File: src/rtl/item_sink_fifo.sv
// Item sink: small first-word-fall-through FIFO that buffers the pusher's item stream.
// Optional ITEM_SINK_DROP_CNT_EN adds a saturating 16-bit drop counter on port drop_cnt.
module item_sink_fifo #(
  parameter int unsigned WIDTH = 8,
  parameter int unsigned DEPTH = 4,
  localparam int unsigned AW = $clog2(DEPTH)
) (
  input  logic             clk,
  input  logic             reset,
  input  logic             in_valid,
  input  logic [WIDTH-1:0] item_in,
  output logic             in_ready,
  output logic             out_valid,
  output logic [WIDTH-1:0] item_out,
  input  logic             out_ready,
  output logic [AW:0]      count,
  output logic             overflow
`ifdef ITEM_SINK_DROP_CNT_EN
  ,
  output logic [15:0]      drop_cnt
`endif
);

  localparam logic [AW:0] FullCount = (AW+1)'(DEPTH);

  logic [WIDTH-1:0] mem [DEPTH];
  logic [AW-1:0]    wr_ptr_q, rd_ptr_q;
  logic [AW:0]      count_q, count_d;
  logic             full, empty, push, pop;

  assign full  = (count_q == FullCount);
  assign empty = (count_q == '0);
  assign push  = in_valid & ~full;
  assign pop   = ~empty & out_ready;

  assign in_ready  = ~full;
  assign out_valid = ~empty;
  assign count     = count_q;
  // Gate the head with out_valid so item_out reads 0 whenever nothing is buffered.
  assign item_out  = empty ? '0 : mem[rd_ptr_q];

  always_comb begin
    count_d = count_q;
    if (push && !pop) begin
      count_d = count_q + (AW+1)'(1);
    end else if (!push && pop) begin
      count_d = count_q - (AW+1)'(1);
    end
  end

  always_ff @(posedge clk) begin
    if (push) begin
      mem[wr_ptr_q] <= item_in;
    end
  end

  always_ff @(posedge clk or negedge reset) begin
    if (!reset) begin
      wr_ptr_q <= '0;
      rd_ptr_q <= '0;
      count_q  <= '0;
    end else begin
      if (push) wr_ptr_q <= wr_ptr_q + AW'(1);
      if (pop)  rd_ptr_q <= rd_ptr_q + AW'(1);
      count_q <= count_d;
    end
  end

`ifdef ITEM_SINK_DROP_CNT_EN
  logic [15:0] drop_cnt_q;

  always_ff @(posedge clk or negedge reset) begin
    if (!reset) begin
      drop_cnt_q <= '0;
    end else if (in_valid && full && (drop_cnt_q != 16'hFFFF)) begin
      drop_cnt_q <= drop_cnt_q + 16'd1;
    end
  end

  assign drop_cnt = drop_cnt_q;
  assign overflow = (drop_cnt_q != '0);
`else
  logic overflow_q;

  // Sticky until reset; a same-cycle pop cannot rescue an item offered while full.
  always_ff @(posedge clk or negedge reset) begin
    if (!reset) begin
      overflow_q <= 1'b0;
    end else if (in_valid && full) begin
      overflow_q <= 1'b1;
    end
  end

  assign overflow = overflow_q;
`endif

endmodule
File: config.mk
export PLATFORM = sky130hd
export DESIGN_NAME = item_sink_fifo
export DESIGN_NICKNAME = d
export VERILOG_FILES = /design/src/rtl/item_sink_fifo.sv
export SDC_FILE = /design/constraint.sdc
export NUM_CORES = 1
export LEC_CHECK = 0
export ABC_AREA = 1
export CORE_UTILIZATION = 54
export DETAILED_ROUTE_END_ITERATION = 16
export PLACE_DENSITY = 0.79
export SLEW_MARGIN = 20
export SYNTH_ARGS = -nofsm -noshare
export SYNTH_HDL_FRONTEND = slang
export SYNTH_SLANG_ARGS = --single-unit
File: constraint.sdc
create_clock -name clk -period 2.36 [get_ports clk]
set_input_delay 0.59 -clock clk [delete_from_list [all_inputs] [get_ports clk]]
set_output_delay 0.59 -clock clk [all_outputs]
set_load 0.02 [all_outputs]
==> results.cfg, run 1 <==
[sta]
max_slew_margin_pct = 76.05
min_period_ns = 2.232
fin_setup_tns_ns = 0
finClkSkew_ns = 0.009212
tightest_slew_ns = 0.3581
fmax_mhz = 448.1
hold_viol_final = 0
rsz0062_at_grt = false
drv_slew = 0
setup_viol = 0
fin_hold_ws_ns = 0.4835
fin_crit_sh_pct = 94.56

[global_route]
grt_pass1_wl_mm = 5.658
grt_max_degree = 18
grt_pass1_vias = 1311
antenna_found_initial = 0
gr-usage-all-layers_pct = 22.27
grt_overflow = 0

[clock_network]
clk_pin_slew_ns = 0.11
clockBufferDepth = 2
clk_latency_ns = 0.34
holdBufCountCts = 0
clkSinkCount = 40
htree_num_levels = 2
cts_tree = done
root_buffer = clkbuf_4
cts_buffers = 5

[synthesis]
synth_largest_area_cell = edfxtp_1
ys_seq_area_share_pct = 62.03
yosys_warnings = 0
ys_top_cells_by_area = edfxtp_1, dfrtp_1, inv_1, nand2_1, nand3_1
synth.net_count = 203
synth_compound_area_share_pct = 3.275
synth_top_family_by_area = simple AND/OR/NAND/NOR gates
synthDistinctLibCells = 21
synthMuxAreaShare_pct = 0
synth-xor-area-share_pct = 0.9358
synthAdderAreaFrac_pct = 4.412
netlist_instances = 185
syn_area_um2 = 1872
syn_area_per_cell_um2 = 10.12
ys_ff_latch = 40
synth.top_cell.area_share_pct = 51.34
yosys.area_share.simple_pct = 16.84

[cells_and_area]
final_cell_mix = inv_1, nand2_1, edfxtp_1
final_common_cell = inv_1
fin_nets = 240
regArea_um2 = 1161
drive_above_1_share_pct = 9.865
area_growth_pct = 19.92
fill_cells = 276
multiInputGateArea_um2 = 476.7
diodes = 0

[critical_path]
crit_required_ns = 1.77
cp-startpoint = rd_ptr_q[1]
critPathMaxFanout = 8
cp-start-kind = register
critical_path_class = register to primary output
timing.rr.start = count[1]
arrival_ns = 1.64
endpoint_kind = primary output

[route]
wirelength_mm = 3.457
drtPass1Iterations = 4
postRouteAntennaNets = 0
drc_errors = 0
wl_per_cell_um = 12.85
viasPerCell = 4.881
vias = 1313
detail_route.iter0.violations = 34

[placed_design]
gp_congestion = 0.7081
dpl.hpwl_mm = 2.531
io_buffers = 25

[power_and_ir_drop]
p_per_area_nw_per_um2 = 1221
vdd_drop_max_mv = 0.6672
totalPowerFinal_uw = 2741
power_leakage_uw = 0.001058

[floorplan]
boundaryPins = 26
die_w_um = 60.88
die_area_um2 = 3706
row_count = 21
core-area_um2 = 3337
initial_utilization_pct = 56.09
die_h_um = 60.88

[run_status]
status = completed

[job]
drv_cap = 0

[hold_path]
hp-start = overflow
worstHoldPathType = register to register
==> cells by family after synthesis <==
| family | after synthesis |
|---|---|
| AND/OR/NAND/NOR | 73 |
| XOR/XNOR | 2 |
| flip-flops | 40 |
| AO/OA/AOI/OAI | 11 |
| adder cells (fa/ha/maj) | 6 |
| buffers and inverters | 53 |
==> power breakdown <==
part / leakage, uW / total [uW] / switching (uW) / internal [uW]
Sequential: 0.000387 / 1030 / 83.6 / 949
Combinational: 0.000638 / 1400 / 857 / 539
Clock: 0.0000324 / 313 / 203 / 109
==> synth_stat cells <==
cell type	number
nand2_1	46
inv_1	48
nand3_2	2
edfxtp_1	32
fa_1	1
nor2_1	4
o21ai_1	1
nand4_1	1
nand3_1	19
o21ai_0	1
o21bai_1	1
nand2_2	1
dfrtp_1	8
buf_6	2
a21oi_2	1
ha_1	5
buf_4	1
buf_8	1
inv_6	1
a21oi_1	7
xnor2_1	2
==> worst paths after layout <==
kind                          endpoint  cells after the start  slack (ns)
setup / recovery           item_out[3]                      4        0.13
hold / removal                overflow                      1        0.48
setup reg to reg              count[2]                     10        0.47
hold reg to reg               overflow                      1        0.48
max in group asynchronous  rd_ptr_q[1]                      1        1.58
min in group asynchronous     count[1]                      1        0.51
==> flip-flops by register name, indices dropped and copies added, names as in the netlist <==
name      flops
count         3
rd_ptr_q      2
mem          32
wr_ptr_q      2
overflow      1
==> repair_timing <==
item	CTS	global route
pin swaps	0	0
gates resized for setup	8	2
endpoints found under the setup margin	8	8
buffers inserted	0	0
==> layer usage <==
metal	track usage, %	part of all wire, %	vias to the layer above
li1	-	-	649
met1	24.18	38	627
met2	39.72	56	29
met3	6.183	4.5	8
met4	11.36	2.0	0
met5	0	0	-
==> final cells by class <==
class / count / area share [%]
Inverter: 49 / 8.417
Multi-Input combinational cell: 92 / 21.24
Clock buffer: 5 / 1.672
Timing Repair Buffer: 34 / 13.77
Sequential cell: 40 / 51.73
Clock inverter: 3 / 0.6132
Tap cell: 46 / 2.564
==> worst max-delay path, cell delays in order, from the launching register on <==
cell and delay, ns:
dfrtp_1 0.39, inv_1 0.28, nand3_1 0.13, a21oi_1 0.16, dlygate4sd2_1 0.35
==> metrics by stage <==
stage,instance area (um2),std cells,utilization (%),worst slack [ns]
floorplan,1872,185,-,0.3478
global placement,2202,261,65.99,0.1799
detailed placement,2202,261,65.99,0.07623
CTS,2243,269,67.23,0.01269
global route,2245,269,67.27,0.0009461
finish,2245,269,67.27,0.1284
Power figures use the tool's default switching activity.
==> run 2, diff against run 1 <==
--- a/config.mk
+++ b/config.mk
@@ -7,4 +7,5 @@
 export LEC_CHECK = 0
 export ABC_AREA = 1
+export CAP_MARGIN = 20
 export CORE_UTILIZATION = 54
 export DETAILED_ROUTE_END_ITERATION = 16
==> constraint.sdc (replaced) <==
create_clock -name clk -period 2.36 [get_ports clk]
set_input_delay 0.59 -clock clk [delete_from_list [all_inputs] [get_ports clk]]
set_output_delay 0.59 -clock clk [all_outputs]
set_load 0.1 [all_outputs]
==> run 2 against run 1 <==
  * Clock-buffer cell count is 1 higher
  * Die area did not move
  * Utilization is 8.9 points higher
  * Routed wire length increased by 7.7%
  * Highest routed layer unchanged
==> results.cfg, run 2 (same netlist as run 1, synthesis figures left out) <==
[floorplan]
core-area_um2 = 3337
row_count = 21
die_h_um = 60.88
die_area_um2 = 3706
boundaryPins = 26
die_w_um = 60.88
initial_utilization_pct = 56.09

[route]
drtPass1Iterations = 4
viasPerCell = 4.870
postRouteAntennaNets = 0
vias = 1315
detail_route.iter0.violations = 53
drc_errors = 0
wirelength_mm = 3.722
wl_per_cell_um = 13.79

[clock_network]
htree_num_levels = 2
holdBufCountCts = 0
clk_latency_ns = 0.35
clockBufferDepth = 2
root_buffer = clkbuf_4
clkSinkCount = 40
clk_pin_slew_ns = 0.12
cts_tree = done
cts_buffers = 5

[cells_and_area]
regMostFlops = mem
largest_reg_flops = 32
drive_above_1_share_pct = 23.21
final_cell_mix = nand2_1, inv_1, edfxtp_1
final_common_cell = nand2_1
fin_nets = 241
area_growth_pct = 35.76
final_cell_area_um2 = 2541
fill_cells = 226
diodes = 0

[critical_path]
slowest_delay_ns = 0.48
crit_required_ns = 1.77
cp_cell_sequence = buf_4 -> nand2_1 -> nand3_1 -> a21oi_4 -> buf_12
critPathMaxFanout = 10
arrival_ns = 1.65
cp_num_buf_inv = 2
critical_path_class = register to primary output
critPathSlowestCell = dfrtp_2
cpLargestDelayFamily = flip-flops
cp-start-kind = register
endpoint_kind = primary output

[global_route]
grt_pass1_vias = 1280
gr-usage-all-layers_pct = 23.32
grt_pass1_wl_mm = 5.844
antenna_found_initial = 0
grt_max_degree = 18
grt_overflow = 0

[placed_design]
io_buffers = 25
place_area_um2 = 2404
dpl.hpwl_mm = 2.664
gp_congestion = 0.7573

[sta]
setup_viol = 0
fin_crit_sh_pct = 94.91
max_slew_margin_pct = 72.20
tightest_slew_ns = 0.4157
hold_viol_final = 0
min_period_ns = 2.240
rsz0062_at_grt = false
drv_slew = 0
finClkSkew_ns = 0.01401
fmax_mhz = 446.4

[run_status]
status = completed

[job]
drv_cap = 0

[hold_path]
worstHoldPathType = register to register
[run 2: cell type report]
cell class              instances  area (um2)  share of cell area, %
inverters                      49       197.7                  7.779
clock inverters                 2       60.06                  2.363
well taps                      46       57.56                  2.265
clock buffers                   6       41.29                  1.625
repair buffers                 35       427.9                  16.84
flip-flops and latches         40        1174                  46.18
multi-input cells              92       583.1                  22.94
[run 2: path summary, 6_finish.rpt]
kind | start | to | slack, ns | cells after the start
worst min register to register | overflow | overflow | 0.49 | 1
worst max register to register | count[0] | count[2] | 0.35 | 11
min in group asynchronous | reset | rd_ptr_q[1] | 0.52 | 1
worst min-delay path | overflow | overflow | 0.49 | 1
max in group asynchronous | reset | count[0] | 1.51 | 1
worst max-delay path | rd_ptr_q[0] | item_out[4] | 0.12 | 5
[run 2: metrics by stage]
stage,utilization [%],TNS (ns),hold WS (ns),worst slack (ns),instances
after floorplan,-,-2.370,0.2944,-0.2962,185
after global placement,72.03,0,0.4599,0.1817,259
after detailed placement,72.03,0,0.4673,0.04927,259
after CTS,75.67,0,0.4929,0.005199,268
after global routing,76.15,0,0.5218,0.04053,270
final,76.15,0,0.4862,0.1201,270
[run 2: timing repair]
item / CTS / global route
buffers inserted: 1 / 2
pin swaps: 0 / 0
setup endpoints to repair: 8 / 7
gates resized for setup: 0 / 1
cloned: 0 / 0
[run 2: layer usage]
| metal | GRT usage, % | wire [um] | part of all wire, % |
|---|---|---|---|
| met1 | 26.73 | 1476 | 40 |
| met4 | 12.01 | 84 | 2.3 |
| met5 | 0 | 0 | 0 |
| met3 | 5.757 | 158 | 4.2 |
| met2 | 40.50 | 2002 | 54 |
Power of run 2 is not shown: default switching activity piles up to over one toggle a cycle in this logic, so the estimate is an artifact.
==> run 3, diff against run 2 <==
- ABC_CLOCK_PERIOD_IN_PS: unset -> 2360
==> results of run 3 <==
Final layout, timing and power as in run 2 (identical DEF).
Power of run 3 is left out for the same reason.
